===== config.mk =====
export PLATFORM = sky130hd
export DESIGN_NAME = dzcpu_uop_sequencer
export DESIGN_NICKNAME = d
export VERILOG_FILES = /design/src/rtl/dzcpu_uop_sequencer.sv
export SDC_FILE = /design/constraint.sdc
export NUM_CORES = 1
export LEC_CHECK = 0
export BUFFER_PORTS_ARGS = -buffer_cell sky130_fd_sc_hd__buf_2
export CORE_MARGIN = 2
export CORE_UTILIZATION = 46
export CTS_CLUSTER_SIZE = 10
export DETAILED_ROUTE_END_ITERATION = 8
export PLACE_DENSITY = 0.79
export SLEW_MARGIN = 5
export SYNTH_ARGS = -nofsm -noshare
export SYNTH_HDL_FRONTEND = slang
export SYNTH_SLANG_ARGS = --single-unit

===== constraint.sdc =====
create_clock -name iClock -period 2.1 [get_ports iClock]
set_input_delay 0.315 -clock iClock [delete_from_list [all_inputs] [get_ports iClock]]
set_output_delay 0.315 -clock iClock [all_outputs]
set_load 0.05 [all_outputs]

===== src/rtl/dzcpu_uop_sequencer.sv =====
// Micro-op sequencer: fetches an opcode, maps it through the opcode LUTs to a
// micro-op flow, and steps that flow until an end marker or interrupt entry.
module dzcpu_uop_sequencer #(
  parameter logic [7:0] INT_FLOW_IDX = 8'd167,
  parameter int         ERR_SAT      = 1
) (
  input  logic        iClock,
  input  logic        iReset,
  input  logic [7:0]  iMemData,
  input  logic        iMemReady,
  input  logic [12:0] iUop,
  input  logic [7:0]  iLutIdx,
  input  logic [7:0]  iCbLutIdx,
  input  logic        iZeroFlag,
  input  logic        iIntPending,
  input  logic        iStall,
  output logic [7:0]  oOpcode,
  output logic [7:0]  oCbOpcode,
  output logic [7:0]  oUopAddr,
  output logic        oUopValid,
  output logic        oPcInc,
  output logic        oFlagUpdate,
  output logic        oIntAck,
  output logic        oSeqError
);

  localparam logic [3:0] FLOW_NOP          = 4'd0;
  localparam logic [3:0] FLOW_OP           = 4'd1;
  localparam logic [3:0] FLOW_INC          = 4'd2;
  localparam logic [3:0] FLOW_EOF          = 4'd3;
  localparam logic [3:0] FLOW_INC_EOF      = 4'd4;
  localparam logic [3:0] FLOW_EOF_FU       = 4'd5;
  localparam logic [3:0] FLOW_INC_EOF_FU   = 4'd6;
  localparam logic [3:0] FLOW_UPDATE_FLAGS = 4'd7;
  localparam logic [3:0] FLOW_INC_EOF_Z    = 4'd8;
  localparam logic [3:0] FLOW_INC_EOF_NZ   = 4'd9;
  localparam logic [4:0] OP_JCB            = 5'd19;

  typedef enum logic [1:0] {
    S_FETCH    = 2'd0,
    S_DECODE   = 2'd1,
    S_CBDECODE = 2'd2,
    S_EXEC     = 2'd3
  } state_t;

  state_t     state, state_n;
  logic [7:0] uop_addr_n, opcode_n, cb_opcode_n;
  logic       int_ack_n, seq_error_n;
  logic [3:0] flow;
  logic [4:0] oper;
  logic       flow_end, flow_inc, flow_fu;
  logic       unused_operand;

  assign flow           = iUop[12:9];
  assign oper           = iUop[8:4];
  assign unused_operand = ^iUop[3:0];

  // Returns {end, pc_inc, flag_update}; nop, op and unassigned codes just advance.
  function automatic logic [2:0] decode_flow(input logic [3:0] f, input logic z);
    case (f)
      FLOW_INC:          decode_flow = 3'b010;
      FLOW_EOF:          decode_flow = 3'b100;
      FLOW_INC_EOF:      decode_flow = 3'b110;
      FLOW_EOF_FU:       decode_flow = 3'b101;
      FLOW_INC_EOF_FU:   decode_flow = 3'b111;
      FLOW_UPDATE_FLAGS: decode_flow = 3'b001;
      FLOW_INC_EOF_Z:    decode_flow = {z, 2'b10};
      FLOW_INC_EOF_NZ:   decode_flow = {~z, 2'b10};
      default:           decode_flow = 3'b000;
    endcase
  endfunction

  always_ff @(posedge iClock) begin
    if (!iReset) begin
      state     <= S_FETCH;
      oUopAddr  <= 8'd0;
      oOpcode   <= 8'd0;
      oCbOpcode <= 8'd0;
      oIntAck   <= 1'b0;
      oSeqError <= 1'b0;
    end else begin
      state     <= state_n;
      oUopAddr  <= uop_addr_n;
      oOpcode   <= opcode_n;
      oCbOpcode <= cb_opcode_n;
      oIntAck   <= int_ack_n;
      oSeqError <= seq_error_n;
    end
  end

  always_comb begin
    {flow_end, flow_inc, flow_fu} = decode_flow(flow, iZeroFlag);
    oUopValid   = iReset && (state == S_EXEC) && !iStall;
    oPcInc      = oUopValid && flow_inc;
    oFlagUpdate = oUopValid && flow_fu;

    state_n     = state;
    uop_addr_n  = oUopAddr;
    opcode_n    = oOpcode;
    cb_opcode_n = oCbOpcode;
    int_ack_n   = 1'b0;
    seq_error_n = (ERR_SAT != 0) ? oSeqError : 1'b0;

    case (state)
      S_FETCH: begin
        if (iMemReady) begin
          if (iIntPending) begin
            int_ack_n  = 1'b1;
            uop_addr_n = INT_FLOW_IDX;
            state_n    = S_EXEC;
          end else begin
            opcode_n = iMemData;
            state_n  = S_DECODE;
          end
        end
      end
      S_DECODE: begin
        uop_addr_n = iLutIdx;
        state_n    = S_EXEC;
      end
      S_CBDECODE: begin
        uop_addr_n = iCbLutIdx;
        state_n    = S_EXEC;
      end
      default: begin
        if (!iStall) begin
          // A CB prefix leaves the address alone; CBDECODE reloads it.
          if (oper == OP_JCB) begin
            cb_opcode_n = iMemData;
            state_n     = S_CBDECODE;
          end else if (flow_end) begin
            uop_addr_n = 8'd0;
            state_n    = S_FETCH;
          end else if (oUopAddr == 8'hFF) begin
            uop_addr_n  = 8'd0;
            seq_error_n = 1'b1;
            state_n     = S_FETCH;
          end else begin
            uop_addr_n = oUopAddr + 8'd1;
          end
        end
      end
    endcase
  end

endmodule

After elaboration in Yosys (flattened, before gate mapping)

Cells that the tools add are included.
W data, S select, Z words.

$add $sub $neg: 1
Muxes and demuxes: 16
Bitwise operators: 6
Shifts and indexed selects: 0
Equality and inequality tests: 18
Div/mod/pow operators: 0
$lt $le $gt $ge: 0
$mul: 0
Reductions and logical operators: 15

Operator list:

| cell                  | count |
|---|---|
| $mux W8               | 6 |
| $pmux W3 S8           | 1 |
| $pmux W8 S3           | 1 |
| $eq A4 B3 Y1 const B  | 4 |
| $mux W2               | 6 |
| $reduce_and A3 Y1     | 4 |
| $add A8 B1 Y8 const B | 1 |
| $eq A4 B2 Y1 const B  | 2 |
| $eq A4 B4 Y1 const B  | 2 |
| $eq A8 B8 Y1 const B  | 1 |
| $ne A4 B1 Y1 const B  | 2 |
| $not A1 Y1            | 6 |
| $eq A5 B5 Y1 const B  | 1 |
| $reduce_and A5 Y1     | 1 |
| $reduce_bool A5 Y1    | 1 |
| $eq A2 B2 Y1 const B  | 2 |
| $logic_and A1 B1 Y1   | 4 |
| $ne A2 B2 Y1 const B  | 2 |
| $pmux W2 S2           | 1 |
| $reduce_and A4 Y1     | 1 |
| $ne A3 B2 Y1 const B  | 1 |
| $reduce_or A3 Y1      | 1 |
| $eq A2 B1 Y1 const B  | 1 |
| $logic_not A2 Y1      | 1 |
| 3 further kinds       | 3 |

Logic and storage cells: 62
Bits in registers: 28
RAM bits: 0
Memory bits (read-only): 0
Memories: 0
Bits in latches: 0
Output and inout bits: 29

Depth between registers and ports, before layout

Gate-level depths: netlist (run 1).

Depth after elaboration: 6
Gate-level depth with buffers: 8
Mapped depth without buffers: 7

Worst setup path before layout (run 1)

No wires, ideal clock.

Path kind: reg2out
From: reg state[0]
To: out oFlagUpdate
Stages on the path, launching flop included: 6
Data required time: 1.785 ns
Arrival: 2.835 ns
Setup slack: -1.050 ns
Path buffers: 1
Path through: dfxtp_1 -> ha_1 -> buf_2 -> inv_1 -> or3_1 -> nor4b_1

Cells in the longest elaborated chain, start to end: 4

Ends and longest elaborated chain:

| what                             | line | RTL |
|---|---|---|
| start: declaration               | 46   | `state_t state, state_n;` |
| start signal: assignment         | 82   | `state <= state_n;` |
| $eq A2 B2 Y1                     | 93   | `oUopValid = iReset && (state == S_EXEC) && !iStall;` |
| $logic_and A1 B1 Y1 (2 in a row) | 93   |  |
| $logic_and A1 B1 Y1              | 95   | `oFlagUpdate = oUopValid && flow_fu;` |
| end: declaration                 | 22   | `output logic oFlagUpdate,` |

Every way passes these cells.

Final worst setup path (run 1)

Ends and elaborated chain as after synthesis.

==> results.tsv, run 1 <==
stage	metric	value	unit
outcome	status	finished clean	
sta	max_clock_freq	489.0	MHz
cts	clock_latency_reported_for_the_late_side_of_the_worst_skew_pair	330	ps
drt	first_iter_violations	48	
synth	netlist-cell-type-count	35	
setup_path	minimum_setup_slack_among_reg_to_reg_paths	180	ps
drt	via_count	1644	
placed_design	portBuffers	67	
floorplanning	fp.dieArea	3810	um^2
sta	unrepaired_setup_endpoints_after_global_routing	yes	
setup_path	path_max_fanout	3	
setup_path	timing.critical_path.cells	ha_1, inv_1, or3_4, nor4b_4, buf_6	
drt	postRouteAntennaNets	0	
drt	wirelength_per_cell	13.31	um
min_path	whs_path_depth	3	
cts	cts_tree	yes	
cts	clock-root-buffer	clkbuf_4	
setup_path	critPathLaunchType	flip-flop	
global_routing	grt_start_max_net_pins	23	
floorplanning	effective_utilization_at_floorplan	49.40	%
synth	yosys.area.top_type	dfxtp_1	
drt	viasPerCell	5.408	
sta	hold_viol	0	
final_layout	final_util	64.80	%
placed_design	post-place-ws	203.0	ps
cts	clk_path_buf_depth	2	
synth	synth_area_per_cell	7.983	um^2
setup_path	regToRegStartpoint	state[0]	
final_layout	antenna_cells_inserted	0	
final_layout	post_route_cells_drive_above_1_share	33.85	%
sta	final-setup-viol-count	0	
min_path	worst_hold_startpoint	iMemData[4]	
synth	synthDominantCellAreaShare	36.57	%
global_routing	grt_antenna_before_repair	0	
setup_path	critPathArrivalTime	1730	ps
synth	post_synth_instance_area	1533	um^2
sta	final_worst_clock_skew	5.136	ps
synth	synthArstFlopShare	0	%
synth	synth.net_count	240	
placed_design	placedCellCount	298	
final_layout	final-seq-area	563.0	um^2
setup_path	timing.setup.critical_path_class	reg -> out	
drt	detail_route.first_pass.iterations	4	
synth	netlist_top_cells_area	dfxtp_1, nand2_1, a21oi_1	
final_layout	n_fill_cell	317	
placed_design	finalWeightedCongestion	0.8682	
sta	final.setup.worst_slack	54.84	ps
sta	timing.final.max_slew_violations	0	
sta	min_period_over_period	97.39	%
global_routing	gr-usage-all-layers	22.58	%
final_layout	fin_area	2011	um^2
synth	most_frequent_cell_after_synthesis	nand2_1	
setup_path	cp_slowest_cell	dfxtp_2	
floorplanning	boundaryPins	72	
global_routing	grt_overflow_total	0	
synth	most_instantiated_flip_flop_cell_in_the_synthesis_netlist	dfxtp_1	
setup_path	required	1780	ps
floorplanning	die-height	61.73	um
final_layout	multi_input_comb_area	908.4	um^2
cts	clock_pin_slew_reported_for_the_worst_setup_and_hold_paths_after_clock_tree_synthesis	140	ps
synth	post_synth_most_frequent_cells	nand2_1, dfxtp_1, nor2_1, a21oi_1	
synth	synth.ff_latch_count	28	
cts	ctsHtreeMaxLevel	1	
synth	synth-edff-count	0	
setup_path	worst_reg2reg_path_endpoint	oUopAddr[5]	
final_layout	finalNonFillerCells	304	
global_routing	grt_pass1_wl	6410	um
synth	syn-instance-count	192	
floorplanning	chipWidth	61.73	um
sta	max_slew_margin	66.28	%
min_path	hold_path_end	oOpcode[4]	
setup_path	setup.worst_path.end_class	output port	
cts	cts_buffers	3	
sta	finalWorstPathRequiredPeriod	2045	ps
global_routing	via_count_of_the_first_global_routing_pass	1503	
cts	clock_sink_count	28	
power	design_power_total	0.002292	W
synth	synth_seq_area_share	36.57	%
placed_design	hpwl	3039	um
placed_design	dpl-instance-area	1927	um^2
final_layout	areaGrowthSynthToFinish	31.18	%
floorplanning	rows	20	
setup_path	cpPeakStageDelay	360	ps
sta	tightest_slew	499.2	ps
synth	synth.yosys.warnings	0	
drt	wirelength	4045	um
setup_path	rr_worst_depth	6	
power	power_leakage	0.9900	nW
job	timing.max_cap.violations	0	
floorplanning	core	3103	um^2
power	max_ir_drop_vdd	0.7456	mV
final_layout	layout.nets	309	
min_path	holdCritPathClass	in -> reg	
power	powerDensity	1140	nW/um^2
drt	drcViolationCount	0	
-- flip-flops by register name, summed over array words and instances, names as in the netlist --
register   flops
oSeqError      1
oOpcode        8
state          2
oCbOpcode      8
oUopAddr       8
oIntAck        1
-- how the worst max path moves through the flow --
stage,startpoint,to,slack (ps),depth (start not counted)
2_1_floorplan,state[0],oFlagUpdate,-90,5
6_report,state[0],oFlagUpdate,50,5
4_1_cts,state[0],oFlagUpdate,30,5
3_5_place_dp,state[0],oFlagUpdate,200,5
5_1_grt,state[0],oFlagUpdate,-30,5
3_3_place_gp,state[0],oFlagUpdate,210,5
-- layout make-up --
class / instances / area share [%]
clock buffer: 3 / 1.120
clock inverter: 1 / 1.493
inverter: 10 / 1.867
multi-input combinational: 144 / 45.18
sequential: 28 / 28.00
tap: 44 / 2.738
timing repair buffer: 74 / 19.60
-- critical path, delay by kind of cell, from the launching register on --
family                     cells  cell delay [ps]
buffers and inverters          2              250
DFF                            1              360
adders and majority gates      1              160
and+or+nand+nor                2              630
-- timing repair --
item	CTS	global route
hold buffers	0	0
resized for setup	5	1
endpoints found under the setup margin	2	9
hold endpoints to repair	0	0
pin swaps	2	1
buffers inserted	2	0
-- cells by family (layout without fill, tap and decap cells) --
group | after synthesis | after routing | share of synthesized area, %
adders and majority gates | 5 | 5 | 4.082
DFF | 28 | 28 | 36.57
muxes | 10 | 10 | 6.531
AOI/OAI and AO/OA | 51 | 51 | 24.08
and+or+nand+nor | 78 | 78 | 22.94
buffers and inverters | 20 | 88 | 5.796
-- power by group --
group	internal (W)	switching (W)	leakage, nW
Sequential	0.000633	0.000115	0.229
Combinational	0.000402	0.000787	0.733
Clock	0.000193	0.000161	0.0279
-- metrics by stage --
stage	hold slack (ps)	TNS (ps)
6_report	213.0	0
5_1_grt	193.4	-32.72
4_1_cts	192.7	0
3_5_place_dp	449.7	0
3_3_place_gp	439.7	0
2_1_floorplan	428.8	-92.38
-- cells in the final DEF (no fill, tap or decap), drive strengths merged, types with 4 or more instances in the layout --
master,count
o21ai,5
buf,74
a211oi,4
nand3,8
mux2i,10
inv,10
nor2,25
a221oi,6
a21oi,20
ha,5
dfxtp,28
nand2,31
-- metal layers --
metal	track usage [%]	vias to the layer above	part of all wire (%)
met4	8.815	0	2.0
met1	26.85	724	44
met5	0	-	0
met2	39.40	80	46
met3	5.176	10	7.8
li1	-	830	-
Note: power is estimated with default switching activity, not from simulation.
==> run 2, diff against run 1 <==
- CORE_UTILIZATION: 46 -> 40
- MAX_ROUTING_LAYER: not set -> met4
- PLACE_DENSITY: 0.79 -> 0.69
==> run 2 against run 1 <==
  * Sequential share of layout area shrank 0.34 points
  * Clock power is 19% higher
  * Worst hold slack gained 70 ps
  * Die area increased by 14%
  * Wire length grew 1.5%
  * Cell area up 1.7%
  * Critical path type unchanged
==> results.tsv, run 2 (synthesis results as in run 1) <==
stage	metric	value	unit	change
outcome	status	finished clean		
final_layout	layout_commonest_cell	buf_2		
final_layout	layout.nets	310		+0.32%
cts	clk_path_buf_depth	2		unchanged
global_routing	grt_pass1_wl	6755	um	+5.4%
final_layout	areaGrowthSynthToFinish	33.39	%	
sta	setup_tns	0	ps	unchanged
placed_design	hpwl	3124	um	+2.8%
power	p_seq_share	31.9	%	-0.8 points
global_routing	grt_overflow_total	0		unchanged
drt	via_count	1634		-0.61%
power	p_switching	0.001059	W	-0.39%
floorplanning	effective_utilization_at_floorplan	41.87	%	-7.5 points
final_layout	n_fill_cell	352		+11%
global_routing	grt_start_max_net_pins	23		unchanged
drt	drcViolationCount	0		unchanged
setup_path	required	1780	ps	about the same
sta	tightest_slew	545.2	ps	+45.99 ps
floorplanning	chipWidth	65.90	um	+6.8%
cts	cts_buffers	3		unchanged
sta	hold_viol	0		unchanged
placed_design	finalWeightedCongestion	0.8504		-2.1%
cts	cts_hold_repair.buffers	0		unchanged
sta	finalWorstPathRequiredPeriod	1990	ps	-55.41 ps
power	power_leakage	1.000	nW	+1.0%
cts	clock-root-buffer	clkbuf_8		
power	powerDensity	1149	nW/um^2	+0.78%
final_layout	antenna_cells_inserted	0		unchanged
drt	wirelength_per_cell	13.28	um	-0.18%
final_layout	final_util	55.84	%	-9.0 points
power	power.share.switching	45.10	%	-1.3 points
global_routing	grt_antenna_before_repair	0		unchanged
sta	max_clock_freq	502.6	MHz	+2.8%
job	timing.max_cap.violations	0		unchanged
power	power_frac_clock	18.0	%	+2.5 points
setup_path	setup.worst_path.end_class	output port		
setup_path	path_max_fanout	3		unchanged
floorplanning	boundaryPins	72		unchanged
global_routing	via_count_of_the_first_global_routing_pass	1466		-2.5%
cts	cts_tree	yes		
drt	first_iter_violations	117		+140%
power	combinationalPowerShare	50.1	%	-1.8 points
cts	ctsHtreeMaxLevel	1		unchanged
min_path	holdCritPathClass	in -> reg		
cts	clock_latency_reported_for_the_late_side_of_the_worst_skew_pair	270	ps	-60 ps
floorplanning	die-height	65.90	um	+6.8%
setup_path	critPathLaunchType	flip-flop		
final_layout	most-common-layout-cells	buf_2, nand2_1, dfxtp_1		
floorplanning	rows	22		+10%
sta	min_period_over_period	94.75	%	-2.6 points
sta	timing.final.max_slew_violations	0		unchanged
sta	final_worst_clock_skew	2.154	ps	-2.981 ps
sta	unrepaired_setup_endpoints_after_global_routing	no		
cts	clock_pin_slew_reported_for_the_worst_setup_and_hold_paths_after_clock_tree_synthesis	100	ps	-40 ps
drt	wirelength	4104	um	+1.5%
floorplanning	core	3661	um^2	+18%
final_layout	largest_registers	oCbOpcode: 8 flops, oOpcode: 8 flops, oUopAddr: 8 flops		
sta	final-setup-viol-count	0		unchanged
placed_design	portBuffers	67		unchanged
floorplanning	fp.dieArea	4343	um^2	+14%
drt	viasPerCell	5.288		-2.2%
drt	postRouteAntennaNets	0		unchanged
final_layout	post_route_cells_drive_above_1_share	34.10	%	+0.25 points
placed_design	post-place-ws	189.4	ps	-13.57 ps
global_routing	gr-usage-all-layers	20.38	%	-2.2 points
sta	max_slew_margin	63.65	%	-2.6 points
sta	final.setup.worst_slack	110.2	ps	+55.41 ps
drt	detail_route.first_pass.iterations	5		+1
setup_path	critPathArrivalTime	1670	ps	-60 ps
power	max_ir_drop_vdd	0.4339	mV	-42%
power	p_int	0.001290	W	+4.9%
cts	clock_sink_count	28		unchanged
setup_path	timing.setup.critical_path_class	reg -> out		
-- run 2: critical path: stages, from the launching register on --
cell and delay, ps:
dfxtp_2 360, ha_2 180, inv_1 50, or3_4 350
nor4b_4 270, buf_6 190
-- run 2: metal layers --
layer | global-route usage (%) | part of all wire (%)
met1 | 26.42 | 46
met3 | 3.578 | 7.3
met5 | - | 0
met2 | 33.08 | 45
met4 | 4.948 | 0.97
-- run 2: through the flow --
stage | hold slack, ps | instances | instance area, um^2 | total power [W]
finish | 283.1 | 309 | 2044 | 0.002349
detailed placement | 444.8 | 304 | 1947 | 0.001918
global placement | 438.2 | 304 | 1947 | 0.001906
floorplan | 428.8 | 192 | 1550 | 0.001635
global route | 275.7 | 309 | 2044 | 0.002512
CTS | 278.7 | 308 | 2032 | 0.002345
-- run 2: power groups by stage --
stage	combinational, W	clock (W)	sequential (W)
after floorplan	0.000614	0	0.00102
after global placement	0.00115	0	0.000753
after detailed placement	0.00116	0	0.000759
after CTS	0.00116	0.000433	0.000749
after global routing	0.00128	0.000457	0.000770
final	0.00118	0.000422	0.000750
-- run 2: repair_timing --
item / in CTS / in global routing
setup endpoints to repair: 1 / 1
resized for setup: 5 / 2
setup buffers: 0 / 1
hold endpoints to repair: 0 / 0
pin swaps: 0 / 1
-- run 2: path summary, 6_finish.rpt --
kind | startpoint | end | slack [ps] | cells after the start
worst max-delay path | state[0] | oFlagUpdate | 110 | 5
worst min-delay path | iMemData[6] | oCbOpcode[6] | 280 | 3
worst max register to register | state[0] | oUopAddr[1] | 180 | 7
worst min register to register | oOpcode[2] | oOpcode[2] | 450 | 2
-- run 2: layout make-up --
class,instances,area [um^2],share of cell area [%]
Tap cell,48,60.06,2.938
Inverter,10,37.54,1.836
Multi-Input combinational cell,144,908.4,44.43
Timing Repair Buffer,75,401.6,19.65
Clock inverter,1,30.03,1.469
Clock buffer,3,41.29,2.020
Sequential cell,28,565.5,27.66
==> run 3, diff against run 2 <==
- CELL_PAD_IN_SITES_DETAIL_PLACEMENT: not set -> 1
- CELL_PAD_IN_SITES_GLOBAL_PLACEMENT: not set -> 1
- CORE_UTILIZATION: 40 -> 34
- PLACE_DENSITY: 0.69 -> 0.82
- clock period: 2.1 -> 2.4 ns (I/O delays scaled with it)
==> run 3 against run 2 <==
  * Flip-flop and latch count stayed put
  * Critical path type unchanged
  * Core utilization shrank 9.8 points
  * Count of clock-buffer cells in the layout did not move
  * Largest cell class unchanged
  * Sequential power fell by 13%
  * Clock power down 12%
  * Global-route usage rose by 1.0 points
  * Die area rose by 17%
==> results.tsv, run 3 (synthesis results as in run 1) <==
stage	metric	value	unit	change
outcome	status	finished clean		
sta	timing.final.max_slew_violations	0		unchanged
placed_design	portBuffers	67		unchanged
placed_design	hpwl	3849	um	+23%
sta	finalWorstPathRequiredPeriod	2298	ps	
cts	ctsHtreeMaxLevel	1		unchanged
cts	cts_tree	yes		
cts	clk_path_buf_depth	2		unchanged
setup_path	regToRegStartpoint	oUopAddr[0]		
setup_path	path_max_fanout	6		+3
setup_path	setup.worst_path.end_class	output port		
setup_path	worst_reg2reg_path_endpoint	state[0]		
final_layout	finalNonFillerCells	309		unchanged
global_routing	grt_antenna_before_repair	0		unchanged
cts	clock_latency_reported_for_the_late_side_of_the_worst_skew_pair	280	ps	about the same
power	powerDensity	1038	nW/um^2	-9.7%
setup_path	required	2040	ps	+260 ps
cts	clock_sink_count	28		unchanged
sta	hold_viol	0		unchanged
floorplanning	rows	24		+9.1%
floorplanning	effective_utilization_at_floorplan	35.20	%	-6.7 points
global_routing	gr-usage-all-layers	21.42	%	+1.0 points
placed_design	placedCellCount	305		+0.33%
placed_design	finalWeightedCongestion	0.8077		-5.0%
floorplanning	fp.dieArea	5061	um^2	+17%
drt	postRouteAntennaNets	0		unchanged
sta	setup_tns	0	ps	unchanged
drt	detail_route.first_pass.iterations	4		-1
setup_path	critPathLaunchType	flip-flop		
drt	viasPerCell	5.424		+2.6%
global_routing	grt_overflow_total	0		unchanged
power	design_power_total	0.002080	W	-11%
setup_path	critPathArrivalTime	1940	ps	+270 ps
final_layout	post_route_cells_drive_above_1_share	31.13	%	-3.0 points
power	power_leakage	0.9810	nW	-1.9%
sta	max_clock_freq	435.1	MHz	
floorplanning	die-height	71.14	um	+8.0%
sta	max_slew_margin	63.13	%	-0.52 points
job	timing.max_cap.violations	0		unchanged
drt	via_count	1676		+2.6%
final_layout	layout_commonest_cell	buf_2		
cts	cts_hold_repair.buffers	0		unchanged
sta	final_worst_clock_skew	6.221	ps	+4.066 ps
final_layout	most-common-layout-cells	buf_2, nand2_1, dfxtp_1		
cts	postCtsSetupRepairBufs	0		unchanged
min_path	holdCritPathClass	in -> reg		
floorplanning	chipWidth	71.14	um	+8.0%
drt	wirelength	5076	um	+24%
drt	wirelength_per_cell	16.43	um	+24%
global_routing	via_count_of_the_first_global_routing_pass	1852		+26%
global_routing	grt_pass1_wl	8411	um	+25%
setup_path	worst_setup_path_endpoint	oFlagUpdate		
cts	cts_buffers	3		unchanged
sta	unrepaired_setup_endpoints_after_global_routing	no		
setup_path	minimum_setup_slack_among_reg_to_reg_paths	390	ps	+210 ps
floorplanning	boundaryPins	72		unchanged
setup_path	timing.setup.critical_path_class	reg -> out		
sta	tightest_slew	550.9	ps	+5.729 ps
final_layout	layout.nets	306		-1.3%
global_routing	grt_start_max_net_pins	23		unchanged
sta	final-setup-viol-count	0		unchanged
floorplanning	core	4354	um^2	+19%
cts	clock_pin_slew_reported_for_the_worst_setup_and_hold_paths_after_clock_tree_synthesis	90	ps	about the same
setup_path	cp-startpoint	state[0]		
cts	clock-root-buffer	clkbuf_8		
final_layout	largest_registers	oCbOpcode: 8 flops, oOpcode: 8 flops, oUopAddr: 8 flops		
drt	first_iter_violations	133		+14%
power	max_ir_drop_vdd	0.3976	mV	-8.4%
sta	min_period_over_period	95.77	%	
final_layout	antenna_cells_inserted	0		unchanged
setup_path	rr_worst_depth	5		-2
final_layout	areaGrowthSynthToFinish	30.78	%	
drt	drcViolationCount	0		unchanged
==> run 3: final cells by class <==
class                           count  area [um^2]
Fill cell                         555         2350
Multi-Input combinational cell    144        898.4
Sequential cell                    28        560.5
Timing Repair Buffer               71        371.6
Tap cell                           52        65.06
Clock buffer                        3        41.29
Inverter                           10        37.54
Clock inverter                      1        30.03
==> run 3: routing by layer <==
layer  up-vias  track usage, %  share of wire [%]
li1        823               -                  -
met4         0           4.822                1.4
met3         8           4.701                5.0
met5         -               -                  0
met1       794           24.14                 42
met2        51           38.48                 52
==> run 3: worst min-delay path by stage <==
stage | startpoint | end | slack (ps) | cells past startpoint
floorplan | state[1] | state[1] | 470 | 2
global placement | oOpcode[3] | oOpcode[3] | 440 | 2
detailed placement | oOpcode[6] | oOpcode[6] | 450 | 2
CTS | iMemData[4] | oOpcode[4] | 320 | 3
global route | iMemData[3] | oOpcode[3] | 320 | 3
finish | iMemData[4] | oOpcode[4] | 320 | 3
==> run 3: repair_timing <==
| item | in CTS | in global routing |
|---|---|---|
| resized for setup | 0 | 3 |
| setup endpoints to repair | 0 | 1 |
| hold endpoints to repair | 0 | 0 |
==> run 3: worst max-delay path, cell delays in order (launching register included) <==
cell,delay [ps]
dfxtp_1,400
ha_1,190
inv_1,120
or3_1,460
nor4b_4,300
buf_6,200
==> run 3: per-stage QoR <==
step | util (%) | cell area, um^2 | setup WS, ps | hold WS (ps)
after CTS | 45.89 | 1998 | 19.06 | 316.2
final | 46.03 | 2004 | 101.6 | 324.6
after floorplan | - | 1548 | 154.0 | 467.7
after global placement | 44.25 | 1927 | 388.3 | 438.1
after global routing | 46.03 | 2004 | 17.15 | 321.5
after detailed placement | 44.25 | 1927 | 339.3 | 449.0
==> run 3: power by group <==
part / leakage (nW) / switching, W / total [W] / internal (W)
Sequential: 0.228 / 0.000105 / 0.000656 / 0.000552
Clock: 0.0357 / 0.000150 / 0.000373 / 0.000223
Combinational: 0.717 / 0.000719 / 0.00105 / 0.000332
Total: 0.981 / 0.000973 / 0.00208 / 0.00111
